### src/rtl/lsu_pkg.sv
// lsu_pkg: shared definitions for the load/store unit.
//   - RV32I funct3 size/sign codes
//   - response error codes
//   - FSM state encoding
//   - legality / alignment helper functions
package lsu_pkg;

  // funct3 codes (loads use all five, stores use the first three)
  localparam logic [2:0] F3_B  = 3'b000;
  localparam logic [2:0] F3_H  = 3'b001;
  localparam logic [2:0] F3_W  = 3'b010;
  localparam logic [2:0] F3_BU = 3'b100;
  localparam logic [2:0] F3_HU = 3'b101;

  // Access size as carried in funct3[1:0]
  localparam logic [1:0] SZ_B = 2'b00;
  localparam logic [1:0] SZ_H = 2'b01;
  localparam logic [1:0] SZ_W = 2'b10;

  // Response error codes
  localparam logic [1:0] ERR_NONE     = 2'b00;
  localparam logic [1:0] ERR_ILLEGAL  = 2'b01;
  localparam logic [1:0] ERR_MISALIGN = 2'b10;
  localparam logic [1:0] ERR_BUS      = 2'b11;

  typedef enum logic [1:0] {
    ST_IDLE  = 2'd0,
    ST_ISSUE = 2'd1,
    ST_WAIT  = 2'd2,
    ST_RESP  = 2'd3
  } lsu_state_t;

  // True when funct3 names a real RV32I load (we=0) or store (we=1).
  function automatic logic funct3_legal(input logic we, input logic [2:0] f3);
    logic ok;
    case (f3)
      F3_B, F3_H, F3_W: ok = 1'b1;
      F3_BU, F3_HU:     ok = ~we;
      default:          ok = 1'b0;
    endcase
    return ok;
  endfunction

  // True when a half/word access is not naturally aligned.
  function automatic logic is_misaligned(input logic [2:0] f3, input logic [1:0] addr_lo);
    logic mis;
    case (f3[1:0])
      SZ_H:    mis = addr_lo[0];
      SZ_W:    mis = (addr_lo != 2'b00);
      default: mis = 1'b0;
    endcase
    return mis;
  endfunction

endpackage

### src/rtl/lsu_align.sv
// lsu_align: purely combinational data steering for the load/store unit.
//   Store side (driven from the incoming request):
//     req_size, req_addr_lo, req_wdata -> be (byte lanes), wdata_rep (lane-replicated data)
//   Load side (driven from the latched request):
//     rsp_funct3, rsp_addr_lo, rdata   -> rdata_ext (lane-selected, sign/zero-extended)
//   Misaligned offsets are truncated here (half ignores bit 0, word ignores
//   both bits); trapping, if enabled, happens before an access reaches here.
module lsu_align
  import lsu_pkg::*;
(
  input  logic [1:0]  req_size,
  input  logic [1:0]  req_addr_lo,
  input  logic [31:0] req_wdata,
  output logic [3:0]  be,
  output logic [31:0] wdata_rep,
  input  logic [2:0]  rsp_funct3,
  input  logic [1:0]  rsp_addr_lo,
  input  logic [31:0] rdata,
  output logic [31:0] rdata_ext
);

  logic [7:0]  byte_lane;
  logic [15:0] half_lane;

  // Byte enables and store-data replication for the outgoing access
  always_comb begin
    be        = 4'b0000;
    wdata_rep = 32'd0;
    case (req_size)
      SZ_B: begin
        be        = 4'b0001 << req_addr_lo;
        wdata_rep = {4{req_wdata[7:0]}};
      end
      SZ_H: begin
        be        = req_addr_lo[1] ? 4'b1100 : 4'b0011;
        wdata_rep = {2{req_wdata[15:0]}};
      end
      SZ_W: begin
        be        = 4'b1111;
        wdata_rep = req_wdata;
      end
      default: begin
        be        = 4'b0000;
        wdata_rep = 32'd0;
      end
    endcase
  end

  // Load lane selection and sign/zero extension
  always_comb begin
    byte_lane = 8'd0;
    case (rsp_addr_lo)
      2'b00:   byte_lane = rdata[7:0];
      2'b01:   byte_lane = rdata[15:8];
      2'b10:   byte_lane = rdata[23:16];
      2'b11:   byte_lane = rdata[31:24];
      default: byte_lane = 8'd0;
    endcase
    half_lane = rsp_addr_lo[1] ? rdata[31:16] : rdata[15:0];
    rdata_ext = 32'd0;
    case (rsp_funct3[1:0])
      SZ_B: begin
        if (rsp_funct3[2]) begin
          rdata_ext = {24'd0, byte_lane};
        end else begin
          rdata_ext = {{24{byte_lane[7]}}, byte_lane};
        end
      end
      SZ_H: begin
        if (rsp_funct3[2]) begin
          rdata_ext = {16'd0, half_lane};
        end else begin
          rdata_ext = {{16{half_lane[15]}}, half_lane};
        end
      end
      SZ_W:    rdata_ext = rdata;
      default: rdata_ext = 32'd0;
    endcase
  end

endmodule

### src/rtl/load_store_unit.sv
// load_store_unit: initiator side of the data-memory interface.
//   Takes one RV32I load/store at a time (req_*), issues a single word-addressed,
//   byte-strobed access (mem_*), and returns extended load data or an error
//   code as a one-cycle pulse (resp_*).
//   Ports:
//     clk, rst_n                      clock, async active-low reset
//     req_valid/ready/we/funct3/addr/wdata   request from execute
//     resp_valid/rdata/err/err_code          completion to writeback
//     mem_addr/be/wdata/rd_en/wr_en          memory command
//     mem_rdata/ack/err                      memory reply
//   Parameters: TIMEOUT_CYCLES (max WAIT cycles, 1..255), ADDR_W.
//   Build option: define MISALIGN_TRAP_EN to reject misaligned half/word
//   accesses with code 10; otherwise they are truncated and performed.
module load_store_unit
  import lsu_pkg::*;
#(
  parameter int unsigned TIMEOUT_CYCLES = 15,
  parameter int unsigned ADDR_W         = 32
) (
  input  logic              clk,
  input  logic              rst_n,
  input  logic              req_valid,
  output logic              req_ready,
  input  logic              req_we,
  input  logic [2:0]        req_funct3,
  input  logic [ADDR_W-1:0] req_addr,
  input  logic [31:0]       req_wdata,
  output logic              resp_valid,
  output logic [31:0]       resp_rdata,
  output logic              resp_err,
  output logic [1:0]        resp_err_code,
  output logic [ADDR_W-1:0] mem_addr,
  output logic [3:0]        mem_be,
  output logic [31:0]       mem_wdata,
  output logic              mem_rd_en,
  output logic              mem_wr_en,
  input  logic [31:0]       mem_rdata,
  input  logic              mem_ack,
  input  logic              mem_err
);

  localparam logic [7:0] TO_LAST = 8'(TIMEOUT_CYCLES - 1);

  lsu_state_t  state;
  lsu_state_t  next_state;
  logic [7:0]  wait_cnt;
  logic        we_q;
  logic [2:0]  funct3_q;
  logic [1:0]  addr_lo_q;

  logic        accept;
  logic        legal;
  logic        misaligned;
  logic [1:0]  early_code;
  logic        ready_nxt;
  logic        valid_nxt;
  logic        rd_nxt;
  logic        wr_nxt;

  logic [3:0]  be_req;
  logic [31:0] wdata_req;
  logic [31:0] rdata_ext;

  assign accept = req_valid & req_ready;
  assign legal  = funct3_legal(req_we, req_funct3);

`ifdef MISALIGN_TRAP_EN
  assign misaligned = is_misaligned(req_funct3, req_addr[1:0]);
`else
  assign misaligned = 1'b0;
`endif

  // An illegal funct3 outranks a misaligned address.
  assign early_code = legal ? ERR_MISALIGN : ERR_ILLEGAL;

  lsu_align u_align (
    .req_size    (req_funct3[1:0]),
    .req_addr_lo (req_addr[1:0]),
    .req_wdata   (req_wdata),
    .be          (be_req),
    .wdata_rep   (wdata_req),
    .rsp_funct3  (funct3_q),
    .rsp_addr_lo (addr_lo_q),
    .rdata       (mem_rdata),
    .rdata_ext   (rdata_ext)
  );

  // State register
  always_ff @(posedge clk or negedge rst_n) begin
    if (!rst_n) begin
      state <= ST_IDLE;
    end else begin
      state <= next_state;
    end
  end

  // Next-state logic
  always_comb begin
    next_state = state;
    case (state)
      ST_IDLE: begin
        if (accept) begin
          if (!legal || misaligned) begin
            next_state = ST_RESP;
          end else begin
            next_state = ST_ISSUE;
          end
        end else begin
          next_state = ST_IDLE;
        end
      end
      ST_ISSUE: next_state = ST_WAIT;
      ST_WAIT: begin
        // An ack on the final allowed cycle still counts as a completion.
        if (mem_ack || (wait_cnt == TO_LAST)) begin
          next_state = ST_RESP;
        end else begin
          next_state = ST_WAIT;
        end
      end
      ST_RESP: next_state = ST_IDLE;
      default: next_state = ST_IDLE;
    endcase
  end

  // Output decode, one cycle ahead so the handshake outputs come from flops
  always_comb begin
    ready_nxt = (next_state == ST_IDLE);
    valid_nxt = (next_state == ST_RESP);
    if ((state == ST_IDLE) && (next_state == ST_ISSUE)) begin
      rd_nxt = ~req_we;
      wr_nxt = req_we;
    end else begin
      rd_nxt = 1'b0;
      wr_nxt = 1'b0;
    end
  end

  // Handshake and strobe output registers
  always_ff @(posedge clk or negedge rst_n) begin
    if (!rst_n) begin
      req_ready  <= 1'b1;
      resp_valid <= 1'b0;
      mem_rd_en  <= 1'b0;
      mem_wr_en  <= 1'b0;
    end else begin
      req_ready  <= ready_nxt;
      resp_valid <= valid_nxt;
      mem_rd_en  <= rd_nxt;
      mem_wr_en  <= wr_nxt;
    end
  end

  // Request capture, memory command, wait counter and response payload
  always_ff @(posedge clk or negedge rst_n) begin
    if (!rst_n) begin
      we_q          <= 1'b0;
      funct3_q      <= 3'd0;
      addr_lo_q     <= 2'd0;
      wait_cnt      <= 8'd0;
      mem_addr      <= '0;
      mem_be        <= 4'd0;
      mem_wdata     <= 32'd0;
      resp_rdata    <= 32'd0;
      resp_err      <= 1'b0;
      resp_err_code <= ERR_NONE;
    end else begin
      case (state)
        ST_IDLE: begin
          if (accept) begin
            we_q      <= req_we;
            funct3_q  <= req_funct3;
            addr_lo_q <= req_addr[1:0];
            if (next_state == ST_ISSUE) begin
              mem_addr  <= {req_addr[ADDR_W-1:2], 2'b00};
              mem_be    <= be_req;
              mem_wdata <= wdata_req;
            end else begin
              resp_rdata    <= 32'd0;
              resp_err      <= 1'b1;
              resp_err_code <= early_code;
            end
          end
        end
        ST_ISSUE: begin
          wait_cnt <= 8'd0;
        end
        ST_WAIT: begin
          if (mem_ack) begin
            resp_rdata    <= (we_q || mem_err) ? 32'd0 : rdata_ext;
            resp_err      <= mem_err;
            resp_err_code <= mem_err ? ERR_BUS : ERR_NONE;
          end else if (wait_cnt == TO_LAST) begin
            resp_rdata    <= 32'd0;
            resp_err      <= 1'b1;
            resp_err_code <= ERR_BUS;
          end else begin
            wait_cnt <= wait_cnt + 8'd1;
          end
        end
        ST_RESP: begin
          wait_cnt <= wait_cnt;
        end
        default: begin
          wait_cnt <= 8'd0;
        end
      endcase
    end
  end

endmodule

### config.mk
export PLATFORM = sky130hd
export DESIGN_NAME = load_store_unit
export DESIGN_NICKNAME = d
export VERILOG_FILES = /design/src/rtl/lsu_pkg.sv /design/src/rtl/lsu_align.sv /design/src/rtl/load_store_unit.sv
export SDC_FILE = /design/constraint.sdc
export NUM_CORES = 1
export LEC_CHECK = 0
export ABC_CLOCK_PERIOD_IN_PS = 5900
export BUFFER_PORTS_ARGS = -buffer_cell sky130_fd_sc_hd__buf_4
export CAP_MARGIN = 20
export CORE_MARGIN = 2
export CORE_UTILIZATION = 50
export DETAILED_ROUTE_END_ITERATION = 12
export GPL_ROUTABILITY_DRIVEN = 0
export HOLD_SLACK_MARGIN = 0.1
export PLACE_DENSITY_LB_ADDON = 0.3
export SYNTH_ARGS = -nofsm -noshare
export SYNTH_HDL_FRONTEND = slang
export SYNTH_SLANG_ARGS = --single-unit
### constraint.sdc
create_clock -name clk -period 5.9 [get_ports clk]
set_clock_uncertainty 0.05 [all_clocks]
set_input_delay 1.475 -clock clk [delete_from_list [all_inputs] [get_ports clk]]
set_output_delay 1.475 -clock clk [all_outputs]
set_load 0.02 [all_outputs]
After elaboration in Yosys (flattened, before gate mapping)
Index checks and enable logic that the tools add are counted.
{ "classes": {"div_mod_pow": 0, "magnitude_cmp": 0, "multipliers": 0, "shift": 1, "bitwise_logic": 2, "n_addsub": 1, "mux": 36, "reduce_logical": 17, "eq_ne": 22} }
{ "ops": {"columns": ["op", "n"], "rows": [
  ["2-to-1 mux 32 bit", 7],
  ["case mux 32 bit (3 select lines)", 2],
  ["case mux 32 bit (2 select lines)", 1],
  ["case mux 8 bit (4 select lines)", 1],
  ["2-to-1 mux 16 bit", 1],
  ["2-to-1 mux 2 bit", 8],
  ["2-to-1 mux 8 bit", 2],
  ["case mux 8 bit (2 select lines)", 1],
  ["== test 2 bit, second input constant", 7],
  ["case mux 4 bit (3 select lines)", 1],
  ["== test 2 x 1 -> 1 bit, second input constant", 5],
  ["logical NOT 2 bit", 5],
  ["adder 8 x 1 -> 8 bit, second input constant", 1],
  ["== test 8 x 4 -> 1 bit, second input constant", 1],
  ["inequality test 2 bit, second input constant", 4],
  ["case mux 2 bit (4 select lines)", 1],
  ["2-to-1 mux 1 bit", 7],
  ["== test 3 bit, second input constant", 2],
  ["AND reduction 3 bit", 2],
  ["2-to-1 mux 4 bit", 1],
  ["case mux 1 bit (2 select lines)", 2],
  ["case mux 2 bit (2 select lines)", 1],
  ["AND reduction 4 bit", 1],
  ["nonzero test 2 bit", 2],
  ["other kinds (12)", 13]
]} }
{ "totals": {"output_inout_bits": 107, "n_memories": 0, "ramBits": 0, "in_bits": 105, "romBits": 0, "latchBits": 0, "word_cells": 94, "register_bits": 121} }

Longest topological paths before layout
{ "logic_depth": {"depth_word": 10, "mapped_depth": 9, "ltp_nobuf": 7} }

Hierarchy
Synthesis repeated with hierarchy kept, for this count alone.
{ "unflattened": {"cells_unflattened": 523, "hier_area_um2": 6432.4} }
{ "modules_own_cells": {"columns": ["mod", "area_per_inst_um2", "n_inst", "cells_per_inst", "seq_area_each_um2"], "rows": [
  ["load_store_unit", 4916.0, 1, 314, 3029.2],
  ["lsu_align", 1516.5, 1, 209, 0.0]
]} }

Worst setup path before layout
No wires, ideal clock.
{ "synth_timing": {"kind": "in2reg", "start": "in req_funct3[0]", "end": "reg resp_rdata[2]", "path_buffers": 2, "required_ns": 5.725, "cell_stages": 7, "setup_ns": 0.125, "arrival_time_ns": 2.917, "slack_ns": 2.808, "cell_sequence": "buf_2 nor2_1 o32ai_2 inv_1 a31oi_4 buf_6 mux2_2"} }
{ "synth_via": {"elab_chain_cells": 9, "word_cells_on_any_way": 14, "classes_between": "eq/ne: 6; mux: 4; reduce/logical: 4"} }
{ "synth_lines": {"columns": ["item", "line", "rtl"], "rows": [
  ["start: declaration", "load_store_unit.sv:25", "input logic [2:0] req_funct3,"],
  ["== test 3 x 1 -> 1 bit, or another cell as far along", "lsu_pkg.sv:36", "case (f3)"],
  ["OR reduction 3 bit / OR reduction 2 bit (equally long branches)", "lsu_pkg.sv:36", null],
  ["case mux 1 bit (2 select lines) *", "lsu_pkg.sv:36", null],
  ["2-to-1 mux 2 bit *", "load_store_unit.sv:103", "if (!legal || misaligned) begin"],
  ["2-to-1 mux 2 bit *", "load_store_unit.sv:102", "if (accept) begin"],
  ["case mux 2 bit (4 select lines) *", "load_store_unit.sv:100", "case (state)"],
  ["via next_state[1]", "load_store_unit.sv:45", "lsu_state_t next_state;"],
  ["== test 2 x 1 -> 1 bit *", "load_store_unit.sv:174", "if (next_state == ST_ISSUE) begin"],
  ["inequality test 2 bit (no line) *", null, null],
  ["AND reduction 4 bit (no line) *", null, null],
  ["end signal: assignment", "load_store_unit.sv:190", "resp_rdata <= (we_q || mem_err) ? 32'd0 : rdata_ext;"],
  ["end: declaration", "load_store_unit.sv:29", "output logic [31:0] resp_rdata,"]
]} }
The timed path passes the listed nets; every way through them passes the cells marked *.
A chain may end at the register's enable or synchronous reset.

Worst setup path after layout
{ "layout_timing": {"start": "in req_funct3[1]", "end": "reg mem_addr[20]"} }
{ "layout_via": {"elab_chain_cells": 8, "word_cells_on_any_way": 13, "classes_between": "eq/ne: 5; mux: 4; reduce/logical: 4"} }
{ "layout_lines": {"columns": ["item", "line", "rtl"], "rows": [
  ["== test 3 x 1 -> 1 bit, or another cell as far along", "lsu_pkg.sv:36", null],
  ["OR reduction 3 bit / OR reduction 2 bit (equally long branches)", "lsu_pkg.sv:36", null],
  ["case mux 1 bit (2 select lines) *", "lsu_pkg.sv:36", null],
  ["2-to-1 mux 2 bit *", "load_store_unit.sv:103", null],
  ["2-to-1 mux 2 bit *", "load_store_unit.sv:102", null],
  ["case mux 2 bit (4 select lines) *", "load_store_unit.sv:100", null],
  ["via next_state[1]", "load_store_unit.sv:45", null],
  ["== test 2 x 1 -> 1 bit *", "load_store_unit.sv:174", null],
  ["AND reduction 3 bit (no line) *", null, null],
  ["end signal: assignment", "load_store_unit.sv:175", "mem_addr <= {req_addr[ADDR_W-1:2], 2'b00};"],
  ["end: declaration", "load_store_unit.sv:32", "output logic [ADDR_W-1:0] mem_addr,"]
]} }
Marked as above.

==> results.toml <==
[outcome]
status = "complete, no violations"

[clocking]
root_buffer = "sky130_fd_sc_hd__clkbuf_16"
clk_transition_reported_paths_ns = 0.05
cts_repair_resize_count = 0
postCtsHoldBufs = 0
clk-insertion-delay-late_ns = 0.42
cts_setup_buffers = 0
cts-root-to-sink-buffers = 2
tritoncts_clock_tree = "yes"
cts.htree.levels = 4
cts_inserted_buffers = 17
cts_sinks = 121

[job]
maxcap_viol_count = 0

[placement]
io_buffers = 209
total_instance_count_after_detailed_placement = 881
post_dp_hpwl_mm = 11.55

[power]
power_switching_share_pct = 36.98
comb_power_share_pct = 42.7
ir_worst_vdd_uv = 395.9
power.clock.fraction_pct = 25.2
power.static_leakage_uw = 0.003953
pwr-share-seq_pct = 32.1
powerDensity_nw_per_um2 = 515.7
power_report.internal_total_uw = 2687
power.total_uw = 4264
switchingPower_uw = 1577

[floorplan]
initial_core_util_pct = 50.74
die_area_um2 = 12930
area_of_the_core_um2 = 11860
chipWidth_um = 113.7
die_h_um = 113.7
num_io_pins = 212
placement_rows = 40

[synth]
ys_ff_latch = 121
ys_async_sr_fraction_pct = 100.0
ys_types = 49
average_instance_area_after_synthesis_um2 = 10.73
syn-instance-count = 561
yosysWarnings = 0
synth_edf_count = 0
synth_area_um2 = 6018
yosys_most_used_dff = "sky130_fd_sc_hd__dfrtp_1"
seq_area_frac_synth_pct = 50.33

[setup_path]
worstRegToRegCells = 5
worst_ep_arrival_time_ns = 3.58
worst-path-max-fanout = 101
criticalPathCategory = "input port to flop"
timing.critical_path.from = "req_funct3[1]"
critical_path.startpoint_type = "input port"
reg2reg_from = "wait_cnt[4]"
termination_of_the_worst_setup_path = "mem_addr[20]"
ff2ff_setup_slack_ns = 3.10
rr_endpoint = "mem_addr[20]"
crit_path_end_kind = "flop"
critPathRequiredTime_ns = 6.15

[grt]
via_count_of_the_first_global_routing_pass = 4991
grt_max_degree = 102
grt_util_all_layers_pct = 24.91
grt_overflow = 0
grt_first_pass_wirelength_mm = 24.90
antenna_found_initial = 0

[finish]
fill_cells = 897
design.final.nets = 866
final_core_utilization_pct = 69.70
antennaDiodeCount = 0
fin_cells = 915
layout-drive-gt1-share_pct = 43.36
syn2layout_area_growth_pct = 37.38

[detailed_routing]
wire_per_inst_um = 17.51
detail_route.iter0.violations = 444
final_antenna_net_count = 0
firstDrtPassIters = 7
vias = 5146
routed_via_density = 5.624
drcViolationCount = 0
routed_wire_length_mm = 16.02

[timing]
shortest_clock_period_the_worst_path_allows_after_layout_ns = 3.324
final_number_of_setup_violating_endpoints = 0
setup_total_negative_slack_ns = 0
headroom_to_the_max_slew_limit_pct = 33.05
setup_repair_after_global_routing_missed_its_margin = "no"
max_clock_freq_mhz = 300.9
hold_slack_ns = 0.4583
min_period_over_period_pct = 56.34
timing_worst_slew_pin_value_ns = 1.004
finalHoldViolCount = 0
drv_slew = 0

[hold_path]
holdCritPathClass = "flop to flop"
worst_hold_path.num_cells = 2
-- cell usage in the layout (no fill, tap or decap), drive strengths merged, types with 2 or more instances in the layout --
cell type,n
buf,216
dfrtp,120
a21oi,79
mux2,76
nor2,47
nand2,29
o21ai,25
clkbuf,25
inv,20
mux2i,18
nor2b,14
nand3,13
o22ai,8
a22oi,7
a32o,7
nand2b,6
o221ai,6
ha,6
xor2,5
nor3,4
nand4,4
clkinv,3
bufinv,3
a211oi,2
nand3b,2
a21o,2
o211ai,2
conb,2
and3,2
-- kinds of logic after synthesis --
logic type	Yosys count	share of synthesized area, %
fa+ha+maj	6	1.247
buf+inv	62	5.177
mux	95	17.90
compound gates	144	14.49
xor+xnor	6	0.8732
simple gates	126	9.917
flops	121	50.33
other cells	1	0.06231
-- power groups by stage --
stage,Sequential [uW],Clock [uW],Combinational (uW)
detailed placement,1390,0,1780
global placement,1380,0,1720
floorplan,1630,0,860
CTS,1390,1090,1780
finish,1370,1070,1820
global route,1410,1130,1950
-- routing by layer --
layer / wire, um / vias to the layer above / global-route usage [%] / share of wire, %
met5: 0 / - / 0 / 0
met4: 459 / 0 / 11.46 / 2.9
li1: - / 2377 / - / -
met3: 1553 / 38 / 9.617 / 9.7
met1: 6368 / 2492 / 31.47 / 40
met2: 7642 / 239 / 38.12 / 48
-- worst min path at each step --
stage                       startpoint      endpoint
final                             we_q          we_q
after global placement    mem_addr[30]  mem_addr[30]
after CTS                  mem_addr[3]   mem_addr[3]
after global routing      mem_addr[18]  mem_addr[18]
after floorplan                   we_q          we_q
after detailed placement  mem_addr[11]  mem_addr[11]
-- stage by stage --
| stage | area (um^2) | worst slack (ns) |
|---|---|---|
| 3_3_place_gp | 7575 | 2.029 |
| 3_5_place_dp | 7595 | 2.158 |
| 5_1_grt | 8268 | 2.429 |
| 6_report | 8268 | 2.576 |
| 4_1_cts | 8213 | 2.600 |
| 2_1_floorplan | 6022 | 2.808 |
-- Yosys cell counts, drive strengths merged, types with 2 or more instances --
master,count,area [um^2]
mux2,76,874.6
o221ai,6,52.55
nand2,29,108.9
and3,2,13.77
nand3b,2,15.01
nor2b,14,87.58
inv,20,75.07
o22ai,8,50.05
a22oi,7,52.55
nor3,4,20.02
nor2,47,176.4
o21ai,25,128.9
nand4,4,25.02
ha,6,75.07
a21o,2,17.52
nand2b,6,37.54
dfrtp,120,3003
a21oi,79,395.4
clkbuf,22,102.6
a32o,7,70.07
nand3,13,70.07
buf,20,133.9
mux2i,18,180.2
o211ai,2,15.01
xor2,5,43.79
a211oi,2,15.01
-- state kept, by name (all words and copies together) (netlist names) --
name and count:
mem_addr 30, resp_valid 1, funct3_q 3, wait_cnt 8
addr_lo_q 2, mem_wr_en 1, we_q 1, state 2
req_ready 1, resp_err 1, resp_rdata 32, resp_err_code 2
mem_wdata 32, mem_be 4, mem_rd_en 1
-- worst max-delay path, stage by stage --
cell	delay (ns)
sky130_fd_sc_hd__buf_4	0.20
sky130_fd_sc_hd__a21oi_1	0.26
sky130_fd_sc_hd__o32ai_2	0.14
sky130_fd_sc_hd__nor4_2	0.22
sky130_fd_sc_hd__buf_4	0.77
sky130_fd_sc_hd__mux2_2	0.42
-- cell type report --
type                            count  area, um^2  area share, %
Sequential cell                   121        3029          36.64
Multi-Input combinational cell    379        2688          32.51
Timing Repair Buffer              216        1674          20.25
Clock buffer                       25       505.5          6.114
Tap cell                          147       183.9          2.225
Clock inverter                      7       112.6          1.362
Inverter                           20       75.07         0.9080
Power figures use the tool's default switching activity.
